`src/rtl/fifo_pkg.sv`:
```
// Shared sizing and pointer helpers for the parameterised FIFO.
package fifo_pkg;

  // Width needed to hold every fill level from 0 to depth inclusive.
  function automatic int cnt_width(input int depth);
    return $clog2(depth + 1);
  endfunction

  // Wrap-aware increment; valid for any depth, not just powers of two.
  function automatic int ptr_inc(input int ptr, input int depth);
    return (ptr == depth - 1) ? 0 : ptr + 1;
  endfunction

endpackage

```
`src/rtl/fifo_ram.sv`:
```
// Simple dual-port storage: one write port, one registered read port.
module fifo_ram #(
  parameter int  WIDTH = 8,
  parameter int  DEPTH = 8,
  localparam int PTR_W = $clog2(DEPTH)
) (
  input  logic             clk,
  input  logic             rst,
  input  logic             wr_en_i,
  input  logic [PTR_W-1:0] wr_addr_i,
  input  logic [WIDTH-1:0] wr_data_i,
  input  logic             rd_en_i,
  input  logic [PTR_W-1:0] rd_addr_i,
  output logic [WIDTH-1:0] rd_data_o
);

  logic [WIDTH-1:0] mem_q [DEPTH];
  logic [WIDTH-1:0] rd_data_q;

  // NOTE: the array has no reset so it maps onto RAM; only the output register is cleared.
  always_ff @(posedge clk) begin
    if (wr_en_i && !rst) mem_q[wr_addr_i] <= wr_data_i;
  end

  always_ff @(posedge clk) begin
    if (rst)          rd_data_q <= '0;
    else if (rd_en_i) rd_data_q <= mem_q[rd_addr_i];
  end

  assign rd_data_o = rd_data_q;

endmodule

```
`src/rtl/param_fifo.sv`:
```
// Parameterised synchronous FIFO with fill-level flags and sticky error flags.
// Define FIFO_SVA_EN to compile in the embedded assertions and covers.
module param_fifo
  import fifo_pkg::*;
#(
  parameter int  WIDTH    = 8,
  parameter int  DEPTH    = 8,
  parameter int  AF_LEVEL = DEPTH - 2,
  parameter int  AE_LEVEL = 1,
  localparam int CNT_W    = cnt_width(DEPTH)
) (
  input  logic             clk,
  input  logic             rst,
  input  logic             fifo_write,
  input  logic             fifo_read,
  input  logic [WIDTH-1:0] fifo_data_in,
  input  logic             clr_err,
  output logic [WIDTH-1:0] fifo_data_out,
  output logic             fifo_full,
  output logic             fifo_empty,
  output logic             fifo_almost_full,
  output logic             fifo_almost_empty,
  output logic [CNT_W-1:0] fifo_count,
  output logic             fifo_overflow,
  output logic             fifo_underflow
);

  localparam int PTR_W = $clog2(DEPTH);

  logic [PTR_W-1:0] rd_ptr_q, rd_ptr_d, wr_ptr_q, wr_ptr_d;
  logic [CNT_W-1:0] count_q, count_d;
  logic             ovf_q, ovf_d, udf_q, udf_d;
  logic             wr_acc, rd_acc, ovf_set, udf_set;

  assign fifo_count        = count_q;
  assign fifo_empty        = (count_q == '0);
  assign fifo_full         = (count_q == CNT_W'(DEPTH));
  assign fifo_almost_full  = (count_q >= CNT_W'(AF_LEVEL));
  assign fifo_almost_empty = (count_q <= CNT_W'(AE_LEVEL));
  assign fifo_overflow     = ovf_q;
  assign fifo_underflow    = udf_q;

  // A full FIFO still takes a write when a read frees a slot on the same edge.
  assign wr_acc  = fifo_write && (!fifo_full || fifo_read);
  assign rd_acc  = fifo_read && !fifo_empty;
  assign ovf_set = fifo_write && fifo_full && !fifo_read;
  assign udf_set = fifo_read && fifo_empty;

  always_comb begin
    // NOTE: defaults first keep every path assigned, so no latch is inferred.
    rd_ptr_d = rd_ptr_q;
    wr_ptr_d = wr_ptr_q;
    count_d  = count_q;
    if (rd_acc) rd_ptr_d = PTR_W'(ptr_inc(int'(rd_ptr_q), DEPTH));
    if (wr_acc) wr_ptr_d = PTR_W'(ptr_inc(int'(wr_ptr_q), DEPTH));
    unique case ({wr_acc, rd_acc})
      2'b10:   count_d = count_q + CNT_W'(1);
      2'b01:   count_d = count_q - CNT_W'(1);
      default: count_d = count_q;
    endcase
    ovf_d = ovf_set | (ovf_q & ~clr_err);
    udf_d = udf_set | (udf_q & ~clr_err);
  end

  // NOTE: state registers use non-blocking assignments so all flops update together.
  always_ff @(posedge clk) begin
    if (rst) begin
      rd_ptr_q <= '0;
      wr_ptr_q <= '0;
      count_q  <= '0;
      ovf_q    <= 1'b0;
      udf_q    <= 1'b0;
    end else begin
      rd_ptr_q <= rd_ptr_d;
      wr_ptr_q <= wr_ptr_d;
      count_q  <= count_d;
      ovf_q    <= ovf_d;
      udf_q    <= udf_d;
    end
  end

  fifo_ram #(
    .WIDTH (WIDTH),
    .DEPTH (DEPTH)
  ) u_ram (
    .clk       (clk),
    .rst       (rst),
    .wr_en_i   (wr_acc),
    .wr_addr_i (wr_ptr_q),
    .wr_data_i (fifo_data_in),
    .rd_en_i   (rd_acc),
    .rd_addr_i (rd_ptr_q),
    .rd_data_o (fifo_data_out)
  );

`ifdef FIFO_SVA_EN
  property p_reset_vals;
    @(posedge clk) disable iff (rst) $past(rst) |->
      (count_q == '0 && rd_ptr_q == '0 && wr_ptr_q == '0 && fifo_data_out == '0 &&
       !fifo_overflow && !fifo_underflow);
  endproperty
  a_reset_vals: assert property (p_reset_vals) else $display("FAIL:: %0d a_reset_vals", $stime);
  c_reset_vals: cover property (p_reset_vals);

  property p_empty;
    @(posedge clk) disable iff (rst) fifo_empty == (count_q == '0);
  endproperty
  a_empty: assert property (p_empty) else $display("FAIL:: %0d a_empty", $stime);
  c_empty: cover property (p_empty);

  property p_full;
    @(posedge clk) disable iff (rst) fifo_full == (count_q > CNT_W'(DEPTH - 1));
  endproperty
  a_full: assert property (p_full) else $display("FAIL:: %0d a_full", $stime);
  c_full: cover property (p_full);

  property p_wr_hold;
    @(posedge clk) disable iff (rst) (fifo_write && fifo_full && !fifo_read) |=> $stable(wr_ptr_q);
  endproperty
  a_wr_hold: assert property (p_wr_hold) else $display("FAIL:: %0d a_wr_hold", $stime);
  c_wr_hold: cover property (p_wr_hold);

  property p_rd_hold;
    @(posedge clk) disable iff (rst) (fifo_read && fifo_empty && !fifo_write) |=> $stable(rd_ptr_q);
  endproperty
  a_rd_hold: assert property (p_rd_hold) else $display("FAIL:: %0d a_rd_hold", $stime);
  c_rd_hold: cover property (p_rd_hold);

  property p_cnt_max;
    @(posedge clk) disable iff (rst) count_q <= CNT_W'(DEPTH);
  endproperty
  a_cnt_max: assert property (p_cnt_max) else $display("FAIL:: %0d a_cnt_max", $stime);
  c_cnt_max: cover property (p_cnt_max);
`endif

endmodule

```
`config.mk`:
```
export PLATFORM = sky130hd
export DESIGN_NAME = param_fifo
export DESIGN_NICKNAME = d
export VERILOG_FILES = /design/src/rtl/fifo_pkg.sv /design/src/rtl/fifo_ram.sv /design/src/rtl/param_fifo.sv
export SDC_FILE = /design/constraint.sdc
export NUM_CORES = 1
export LEC_CHECK = 0
export BUFFER_PORTS_ARGS = -buffer_cell sky130_fd_sc_hd__buf_2
export CORE_MARGIN = 3
export CORE_UTILIZATION = 35
export CTS_CLUSTER_DIAMETER = 120
export DETAILED_ROUTE_END_ITERATION = 10
export GPL_TIMING_DRIVEN = 1
export PLACE_DENSITY = 0.57
export SYNTH_ARGS = -nofsm -noshare
export SYNTH_HDL_FRONTEND = slang
export SYNTH_SLANG_ARGS = --single-unit
export TNS_END_PERCENT = 5
```
`constraint.sdc`:
```
create_clock -name clk -period 4.7 [get_ports clk]
set_clock_uncertainty 0.15 [all_clocks]
set_input_delay 0.94 -clock clk [delete_from_list [all_inputs] [get_ports clk]]
set_output_delay 0.94 -clock clk [all_outputs]
set_load 0.01 [all_outputs]
```
* Word-level counts from Yosys, hierarchy flattened *
Memory sizes are Yosys's and may differ from the RTL's. A register that Yosys moved wholly into a read port is not among the register bits.
Index checks and enable logic that the tools add are counted.

word-level totals
  input port bits = 13
  logic and storage cells = 40
  output and inout bits = 18
  bits in writable memories = 64
  memories = 1
  flip-flop bits (word level) = 12

cells by class
  multiplexer cells = 5
  magnitude comparators = 2
  reduce and logical (&&, ||, !) cells = 13
  bitwise logic cells = 5
  add/sub/neg operators = 4
  equality and inequality tests = 5

memory list
  memory       depth  width  rd ports  clocked after Yosys merged registers in  write ports  line            text
  u_ram.mem_q  8      8      1         1                                        1            fifo_ram.sv:17  logic [WIDTH-1:0] mem_q [DEPTH];

operator list
  cell                   count
  $pmux W4 S2            1
  $add A3 B1 Y3 const B  2
  $eq A3 B1 Y1 const B   2
  $logic_and A1 B1 Y1    6
  $mux W3                2
  $add A4 B1 Y4 const B  1
  $eq A4 B4 Y1 const B   1
  $ge A4 B3 Y1 const B   1
  $le A4 B1 Y1 const B   1
  $logic_not A1 Y1       4
  $logic_not A4 Y1       1
  $sub A4 B1 Y4 const B  1
  $and A1 B1 Y1          2
  $eq A2 B1 Y1 const B   1
  $eq A2 B2 Y1 const B   1
  $mux W1                2
  $or A1 B1 Y1           2
  $reduce_bool A2 Y1     1
  $logic_or A1 B1 Y1     1
  $not A1 Y1             1

* Logic depth before layout (Yosys ltp) *
Gate-level depths: netlist of the first run.

  word-level depth = 7
  depth in mapped cells = 10
  mapped depth without buffers = 10

* Hierarchy *
Synthesis of the first run repeated with hierarchy kept, for this count alone.

second synthesis, totals
  cells, all modules = 238
  area total of the unflattened synthesis = 3519.6 um2

by module, submodules not included
  module      area each (um2)  cells each  sequential area each (um2)  times used
  fifo_ram    2819.0           162         2082.0                      1
  param_fifo  700.7            76          240.2                       1

* Worst setup path before layout of the first run *
Ideal clock, no wire load.

  path kind = input port to flip-flop
  start point = input rst
  end point = memory u_ram.mem_q[0][0] (enable)
  library setup time = 0.383 ns
  arrival time = 2.129 ns
  path slack = 2.038 ns
  stages = 3
  data required time = 4.167 ns
  path buffers = 1
  cells stage by stage = clkbuf_1 -> or3_4 -> nor3_1

between the ends
  word-level cells in the longest chain between the ends = 4

RTL lines
  what                           line              text
  from (decl)                    param_fifo.sv:13  input logic rst,
  $logic_not A1 Y1               fifo_ram.sv:22    if (wr_en_i && !rst) mem_q[wr_addr_i] <= wr_data_i;
  $logic_and A1 B1 Y1            fifo_ram.sv:22
  $mux W1                        fifo_ram.sv:22
  $mux W1 (not written as such)  fifo_ram.sv:22
  to (decl)                      fifo_ram.sv:17

Every way passes these cells.

* Final worst setup path of the first run *
  start point = register count_q[0] (netlist: fifo_count[0])
  end point = memory u_ram.mem_q[0][1] (enable)

between the ends
  word-level cells in the longest chain between the ends = 7

RTL lines
  what                           line              text
  from (decl)                    param_fifo.sv:31  logic [CNT_W-1:0] count_q, count_d;
  from (signal assigned)         param_fifo.sv:76  count_q <= count_d;
  $eq A4 B4 Y1                   param_fifo.sv:37  assign fifo_full = (count_q == CNT_W'(DEPTH));
  $logic_not A1 Y1               param_fifo.sv:44  assign wr_acc = fifo_write && (!fifo_full || fifo_read);
  $logic_or A1 B1 Y1             param_fifo.sv:44
  $logic_and A1 B1 Y1            param_fifo.sv:44
  $logic_and A1 B1 Y1            fifo_ram.sv:22
  $mux W1                        fifo_ram.sv:22
  $mux W1 (not written as such)  fifo_ram.sv:22

Every way passes these cells.

==> impl_metrics.json, run 1 <==
{
  "total_power_mw": 1.79,
  "setup_violations": 0,
  "grt-ovfl-total": 0,
  "p_leak_nw": 1.35,
  "area_delta_synth_final_pct": 13.1,
  "antenna_left": 0,
  "multi_input_area_mm2": 0.00105,
  "worst_setup_path_end_kind": "register",
  "whs_path_depth": 1,
  "synth_cells": 228,
  "syn_area_mm2": 0.00343,
  "io_buffers": 30,
  "seq_area_mm2": 0.00232,
  "critPathTopFamily": "simple AND/OR/NAND/NOR gates",
  "routed_via_density": 4.93,
  "die_x_um": 105,
  "drive_above_1_share_pct": 21.1,
  "rsz0062_at_grt": "false",
  "critPathMaxStageDelay_ns": 0.90,
  "ctsResizeCount": 0,
  "p_per_area_mw_per_mm2": 462,
  "drv_slew": 0,
  "num_vias": 1941,
  "firstDrtPassIters": 6,
  "r2r_start": "fifo_count[0]",
  "synth_edf_count": 64,
  "worstHoldEndpoint": "u_ram.rd_data_o[6]",
  "drt-total-wl_mm": 6.60,
  "clock.fmax_mhz": 351,
  "tns_ns": 0,
  "async_reset_ff_share_pct": 0,
  "yosys_warnings": 0,
  "slowest_stage": "nor3_1",
  "cts.clk_slew.worst_paths_ns": 0.09,
  "dp_hpwl_mm": 4.24,
  "die_h_um": 105,
  "post_drt_wl_per_cell_um": 16.7,
  "synth_flop_cell": "edfxtp_1",
  "cp-start-kind": "register",
  "grt_pass1_vias": 1907,
  "cts_tree": "built",
  "status": "complete, no violations",
  "fin_crit_sh_pct": 60.6,
  "min_period_ns": 2.85,
  "gp_congestion": 0.684,
  "crit_arrival_ns": 2.67,
  "reg2regPathDepth": 6,
  "cts_sinks": 84,
  "coreArea_mm2": 0.00937,
  "synth.avg_cell_area_um2": 15.0,
  "cts_max_level": 3,
  "grt_max_degree": 36,
  "r2r-end": "u_ram.mem_q[0][1]",
  "antenna-diode-count": 0,
  "relSlewSlack_pct": 21.1,
  "cts_made_buffers": 9,
  "n_fill_cell": 905,
  "whs_ns": 0.316,
  "pin_count": 31,
  "worst_pin_slew_ns": 1.17,
  "ir_drop_mv": 0.175,
  "final_cell_mix": "64 x edfxtp_1, 34 x mux2i_1, 30 x buf_2",
  "start_util_pct": 36.6,
  "clk_latency_ns": 0.35,
  "cts_setup_buffers": 0,
  "cp_num_buf_inv": 1,
  "die-area_mm2": 0.0110,
  "grt_pass1_wl_mm": 10.4,
  "num_rows": 35,
  "yosysUniqueCellTypes": 35,
  "synth_fp_nets": 251,
  "holdBufCountCts": 0,
  "worstSetupPathType": "register to register",
  "hold_viol": 0,
  "hp-start": "u_ram.rd_data_o[6]",
  "clock-root-buffer": "clkbuf_8",
  "yosysSeqAreaShare_pct": 67.7,
  "cp_data_required_time_ns": 4.52,
  "hold_path_class": "register to register",
  "gr-usage-all-layers_pct": 12.5,
  "cts.path.max_buffers": 2,
  "drt_iter0_markers": 100,
  "crit_chain": "inv_1 > ha_1 > nand3b_1 > o21ai_2 > or3_4 > nor3_1",
  "critPathMaxFanout": 8,
  "ff2ff_setup_slack_ns": 1.85,
  "drc_errors": 0,
  "grt_antenna_before_repair": 0,
  "layout.cells.most_common": "edfxtp_1",
  "maxCapViolCount": 0,
  "final_nets": 283,
  "ys_ff_latch": 84
}
## worst max path at each step
stage	from	to	slack, ns	depth (start not counted)
final	fifo_count[0]	u_ram.mem_q[0][1]	1.85	6
after global routing	fifo_count[0]	u_ram.mem_q[0][1]	1.66	6
after CTS	fifo_count[0]	u_ram.mem_q[0][1]	1.78	6
after detailed placement	rst	u_ram.mem_q[0][5]	1.64	3
after global placement	rst	u_ram.mem_q[0][2]	1.74	3
after floorplan	rst	u_ram.mem_q[0][0]	2.04	3
## state kept, by name, indices dropped and copies added (netlist names)
signal           flops
u_ram.rd_data_o      8
wr_ptr_q             3
rd_ptr_q             3
fifo_overflow        1
fifo_underflow       1
fifo_count           4
u_ram.mem_q         64
## cells by family after synthesis
| family | after synthesis | synth area share, % |
|---|---|---|
| muxes | 34 | 9.92 |
| adders and majority gates | 10 | 3.65 |
| AOI/OAI and AO/OA | 37 | 8.02 |
| DFF | 84 | 67.7 |
| buffers and inverters | 13 | 1.71 |
| xor gates and xnor gates | 3 | 0.766 |
| and+or+nand+nor | 47 | 8.24 |
## metal layers
metal / global-route usage (%) / up-vias / wire (um)
li1: - / 934 / -
met1: 16.8 / 971 / 3130
met2: 19.8 / 29 / 3150
met3: 3.46 / 7 / 227
met4: 3.94 / 0 / 95
met5: 0 / - / 0
## Yosys cell counts (all sizes together) (2+ instances only)
| cell type | count | share of area (%) |
|---|---|---|
| ha | 10 | 3.6 |
| nor3 | 3 | 0.58 |
| or3 | 4 | 0.88 |
| edfxtp | 64 | 56 |
| xor2 | 2 | 0.51 |
| or3b | 2 | 0.58 |
| o21ai | 3 | 0.55 |
| inv | 4 | 0.44 |
| buf | 4 | 0.73 |
| dfxtp | 20 | 12 |
| a21oi | 9 | 1.4 |
| a22oi | 16 | 3.5 |
| nor2b | 4 | 0.73 |
| nand2 | 8 | 0.88 |
| nor2 | 15 | 1.9 |
| a32o | 8 | 2.3 |
| nand2b | 5 | 1.1 |
| mux2i | 34 | 9.9 |
| nand3b | 2 | 0.44 |
| clkbuf | 5 | 0.55 |
## final cells by class
cell class	instances	share of cell area (%)
Clock inverter	7	1.48
Tap cell	129	4.16
Sequential cell	84	59.9
Clock buffer	9	3.19
Timing Repair Buffer	30	3.87
Inverter	4	0.387
Multi-Input combinational cell	131	27.0
## report_power, final
part	internal [mW]	switching [mW]	leakage, nW
combinational	0.189	0.191	0.523
sequential	0.846	0.0872	0.742
clock	0.199	0.280	0.0881
total	1.23	0.558	1.35
## through the flow
stage	instance area [um^2]	util, %	cells	setup WS (ns)
after CTS	3880	41.4	394	1.78
after floorplan	3430	-	228	2.04
after detailed placement	3700	39.5	378	1.64
after global placement	3700	39.5	378	1.74
final	3880	41.4	394	1.85
after global routing	3880	41.4	394	1.66
No activity file was read; power rests on OpenSTA's default activity.
==> inputs of run 2 (changes only) <==
==> constraint.sdc (replaced) <==
create_clock -name clk -period 2.9 [get_ports clk]
set_clock_uncertainty 0.15 [all_clocks]
set_input_delay 0.58 -clock clk [delete_from_list [all_inputs] [get_ports clk]]
set_output_delay 0.58 -clock clk [all_outputs]
set_load 0.01 [all_outputs]
==> impl_metrics.json, run 2 (synthesis results as in run 1) <==
{
  "crit_chain": "inv_1 > ha_1 > nor3b_2 > nand2b_4 > inv_1 > ha_1 > or4b_1 > a21oi_2 > xnor2_1 > nor2_2",
  "die_x_um": 105,
  "fin_crit_sh_pct": 91.2,
  "drv_slew": 0,
  "pin_count": 31,
  "clock_power_share_pct": 27.8,
  "die-area_mm2": 0.0110,
  "clk_latency_ns": 0.34,
  "gr-usage-all-layers_pct": 12.7,
  "antenna_left": 0,
  "setup_violations": 0,
  "worst_pin_slew_ns": 0.737,
  "ctsResizeCount": 0,
  "num_vias": 1944,
  "dp_hpwl_mm": 4.10,
  "final_nets": 295,
  "worstSetupPathType": "register to register",
  "routed_via_density": 4.79,
  "grt_antenna_before_repair": 0,
  "cts_made_buffers": 9,
  "num_rows": 35,
  "whs_ns": 0.318,
  "hold_path_class": "register to register",
  "ir_drop_mv": 0.301,
  "coreArea_mm2": 0.00937,
  "grt_pass1_wl_mm": 10.5,
  "p_per_area_mw_per_mm2": 743,
  "p_seq_share_pct": 48.4,
  "drive_above_1_share_pct": 24.2,
  "status": "complete, no violations",
  "crit_arrival_ns": 2.73,
  "hold_viol": 0,
  "final_cell_mix": "64 x edfxtp_1, 34 x mux2i_1, 30 x buf_2",
  "cts_setup_buffers": 0,
  "relSlewSlack_pct": 50.7,
  "critPathMaxFanout": 7,
  "largest_register_ff_count": 64,
  "worst_setup_path_end_kind": "register",
  "critPathTopFamily": "simple AND/OR/NAND/NOR gates",
  "io_buffers": 30,
  "p_sw_share_pct": 29.4,
  "cp-start-kind": "register",
  "drt_iter0_markers": 107,
  "drt-total-wl_mm": 6.59,
  "post_drt_wl_per_cell_um": 16.2,
  "rsz0062_at_grt": "false",
  "drc_errors": 0,
  "grt-ovfl-total": 0,
  "layout.cells.most_common": "edfxtp_1",
  "regMostFlops": "u_ram.mem_q",
  "cp_data_required_time_ns": 2.98,
  "grt_max_degree": 33,
  "combinationalPowerShare_pct": 23.8,
  "cp_num_buf_inv": 2,
  "cts_sinks": 84,
  "slowest_stage": "or4b_1",
  "clock.fmax_mhz": 378,
  "p_sw_mw": 0.873,
  "tns_ns": 0,
  "critPathMaxStageDelay_ns": 0.47,
  "firstDrtPassIters": 4,
  "p_int_mw": 2.09,
  "n_fill_cell": 878,
  "area_delta_synth_final_pct": 16.3,
  "die_h_um": 105,
  "maxCapViolCount": 0,
  "start_util_pct": 36.6,
  "cts_max_level": 3,
  "grt_pass1_vias": 1924,
  "cts_tree": "built",
  "cts.clk_slew.worst_paths_ns": 0.09,
  "holdBufCountCts": 0,
  "antenna-diode-count": 0,
  "gp_congestion": 0.702,
  "cts.path.max_buffers": 2,
  "min_period_ns": 2.64,
  "p_leak_nw": 1.42,
  "clock-root-buffer": "clkbuf_8"
}
==> run 2: cell count changes in the layout (fill, tap and decap cells not counted) <==
cell | previous run | this run
inv_8 | 1 | 0
bufinv_16 | 0 | 1
clkinv_2 | 1 | 0
clkbuf_1 | 0 | 1
buf_4 | 0 | 12
==> run 2: final cells by class <==
cell class	instances	area [um^2]	share of cell area [%]
clock buffer	10	128	3.20
inverter	4	15.0	0.376
clock inverter	6	71.3	1.79
timing repair buffer	42	240	6.02
multi-input combinational	131	1050	26.3
sequential	84	2320	58.2
tap	129	161	4.05
==> run 2: power by group through the flow <==
stage | Clock, mW | Combinational, mW | Sequential (mW)
finish | 0.825 | 0.706 | 1.43
global route | 0.912 | 0.781 | 1.45
CTS | 0.858 | 0.719 | 1.44
detailed placement | 0 | 0.716 | 1.46
global placement | 0 | 0.708 | 1.46
floorplan | 0 | 0.483 | 1.48
==> run 2: per-layer routing <==
layer	part of all wire, %	wire length [um]	vias up	global-route usage (%)
li1	-	-	955	-
met1	43	2870	937	16.5
met2	50	3290	44	20.6
met3	5.2	341	8	2.78
met4	1.5	96	0	5.06
met5	0	0	-	0
==> run 2: worst paths after layout <==
path	startpoint	end	slack, ns	cells past startpoint
min reg2reg	fifo_overflow	fifo_overflow	0.32	2
min	fifo_overflow	fifo_overflow	0.32	2
max	fifo_count[0]	fifo_count[3]	0.26	10
max reg2reg	fifo_count[0]	fifo_count[3]	0.26	10
==> run 2: stage by stage <==
stage / utilization, % / area (um^2) / setup slack, ns / instances / total power [mW]
3_3_place_gp: 40.4 / 3790 / 0.314 / 390 / 2.17
4_1_cts: 42.6 / 3990 / 0.239 / 406 / 3.01
6_report: 42.6 / 3990 / 0.255 / 406 / 2.97
3_5_place_dp: 40.4 / 3790 / 0.263 / 390 / 2.18
2_1_floorplan: - / 3430 / 0.346 / 228 / 1.96
5_1_grt: 42.6 / 3990 / 0.0879 / 406 / 3.14
==> run 2: tightest hold or removal path: stages (launching register included) <==
cell	delay [ns]
dfxtp_1	0.32
nand2b_1	0.06
a21oi_1	0.05
==> inputs of run 3 (changes only) <==
--- a/config.mk
+++ b/config.mk
@@ -14,5 +14,6 @@
 export PLACE_DENSITY = 0.57
 export SYNTH_ARGS = -nofsm -noshare
 export SYNTH_HDL_FRONTEND = slang
+export SYNTH_HIERARCHICAL = 1
 export SYNTH_SLANG_ARGS = --single-unit
 export TNS_END_PERCENT = 5
==> impl_metrics.json, run 3 <==
{
  "status": "complete, no violations",
  "ir_drop_mv": 0.325,
  "fin_crit_sh_pct": 93.6,
  "num_vias": 2065,
  "critPathMaxStageDelay_ns": 0.47,
  "final_cell_mix": "64 x edfxtp_1, 30 x buf_2, 21 x nor2_1",
  "async_reset_ff_share_pct": 0,
  "drt-total-wl_mm": 7.03,
  "largest_register_ff_count": 64,
  "ctsResizeCount": 0,
  "die_h_um": 106,
  "crit_chain": "inv_1 > ha_2 > nand4bb_1 > and2_2 > inv_1 > ha_1 > or4b_1 > a21oi_2 > mux2_1",
  "dp_hpwl_mm": 4.55,
  "layout.cells.most_common": "edfxtp_1",
  "final_cells": 417,
  "antenna_left": 0,
  "synth_edf_count": 64,
  "tns_ns": 0,
  "crit_arrival_ns": 2.80,
  "p_leak_nw": 1.46,
  "coreArea_mm2": 0.00950,
  "pre_cts_ws_ns": 0.135,
  "die_x_um": 106,
  "io_buffers": 30,
  "regMostFlops": "u_ram/mem_q",
  "cts.clk_slew.worst_paths_ns": 0.08,
  "num_rows": 35,
  "final_nets": 305,
  "drive_above_1_share_pct": 28.5,
  "cp_common_cell": "inv_1",
  "grt-ovfl-total": 0,
  "clock-root-buffer": "clkbuf_8",
  "critPathMaxFanout": 7,
  "drc_errors": 0,
  "cts_setup_buffers": 0,
  "cts_max_level": 3,
  "maxCapViolCount": 0,
  "relSlewSlack_pct": 51.7,
  "cts.path.max_buffers": 2,
  "hold_viol": 0,
  "ys_ff_latch": 84,
  "yosysUniqueCellTypes": 38,
  "synth_commonest_cells": "64 x edfxtp_1, 21 x nor2_1, 20 x dfxtp_1, 17 x mux2i_1, 16 x mux2_2",
  "gp_congestion": 0.738,
  "cp-start-kind": "register",
  "worst_setup_path_end_kind": "register",
  "drv_slew": 0,
  "synth_fp_nets": 260,
  "holdBufCountCts": 0,
  "synth.avg_cell_area_um2": 14.8,
  "hold_path_class": "register to register",
  "yosysSeqAreaShare_pct": 66.0,
  "synth_flop_cell": "edfxtp_1",
  "synth_cells": 238,
  "gr-usage-all-layers_pct": 13.1,
  "start_util_pct": 37.0,
  "drt_iter0_markers": 114,
  "worst_pin_slew_ns": 0.723,
  "cts_sinks": 84,
  "grt_antenna_before_repair": 0,
  "synth_top_area_share_pct": 54.6,
  "antenna-diode-count": 0,
  "rsz0062_at_grt": "false",
  "pin_count": 31,
  "whs_ns": 0.320,
  "setup_violations": 0,
  "min_period_ns": 2.71,
  "post_drt_wl_per_cell_um": 16.9,
  "grt_pass1_vias": 2043,
  "clock.fmax_mhz": 368,
  "fin_ws_ns": 0.186,
  "cp_data_required_time_ns": 2.98,
  "dp.cells": 401,
  "die-area_mm2": 0.0113,
  "slowest_stage": "or4b_1",
  "synthTopCellsByArea": "edfxtp_1 55%, dfxtp_1 11%, mux2_2 5.1%",
  "worstSetupPathType": "register to register",
  "clk_latency_ns": 0.34,
  "cts_tree": "built",
  "p_per_area_mw_per_mm2": 793,
  "syn_area_mm2": 0.00352,
  "grt_pass1_wl_mm": 11.0,
  "routed_via_density": 4.95,
  "yosys_warnings": 6,
  "cts_made_buffers": 9,
  "grt_max_degree": 26,
  "synth.most_common_cell": "edfxtp_1",
  "synth_top_area_cell": "edfxtp_1",
  "area_delta_synth_final_pct": 16.2,
  "firstDrtPassIters": 4
}
run 3: routing by layer:
| metal | part of all wire [%] | routed length [um] | up-vias | track usage (%) |
|---|---|---|---|---|
| met5 | 0 | 0 | - | 0 |
| met4 | 0.98 | 69 | 0 | 5.74 |
| met3 | 4.0 | 284 | 4 | 2.98 |
| met2 | 49 | 3440 | 35 | 20.8 |
| met1 | 46 | 3240 | 1020 | 17.2 |
| li1 | - | - | 1006 | - |
run 3: power breakdown:
group / total (mW) / internal, mW / switching [mW] / leakage, nW
clock: 0.984 / 0.578 / 0.406 / 0.118
sequential: 1.45 / 1.38 / 0.0653 / 0.742
combinational: 0.816 / 0.375 / 0.441 / 0.595
run 3: critical path, delay by kind of cell, from the launching register on:
family	cells	cell delay, ns
AND/OR/NAND/NOR	3	0.95
flip-flops	1	0.38
AO/OA/AOI/OAI	1	0.15
buffers and inverters	2	0.19
multiplexers	1	0.32
adder cells (fa/ha/maj)	2	0.46
run 3: per-stage QoR:
stage	power [mW]	instance area (um^2)	util, %
finish	3.25	4090	43.0
global route	3.40	4090	43.0
CTS	3.27	4090	43.0
detailed placement	2.29	3850	40.5
global placement	2.28	3850	40.5
floorplan	2.08	3520	-
run 3: final cells by class:
class,count,area [um^2]
multi-input combinational,139,1090
sequential,84,2320
clock inverter,5,108
fill,874,5410
tap,129,161
inverter,4,15.0
clock buffer,11,131
timing repair buffer,45,263
run 3: worst paths after layout:
kind | start | end | slack, ns | depth (start not counted)
setup reg to reg | fifo_count[1] | fifo_count[3] | 0.19 | 9
hold / removal | fifo_overflow | fifo_overflow | 0.32 | 2
hold reg to reg | fifo_overflow | fifo_overflow | 0.32 | 2
setup / recovery | fifo_count[1] | fifo_count[3] | 0.19 | 9
run 3: kinds of logic (layout without fill, tap and decap cells):
family | Yosys count | in the layout | share of synthesized area (%)
DFF | 84 | 84 | 66.0
and+or+nand+nor | 54 | 54 | 8.75
AOI/OAI and AO/OA | 40 | 40 | 8.14
muxes | 34 | 34 | 10.3
buffers and inverters | 15 | 65 | 3.16
adders and majority gates | 9 | 9 | 3.20
xor gates and xnor gates | 2 | 2 | 0.498
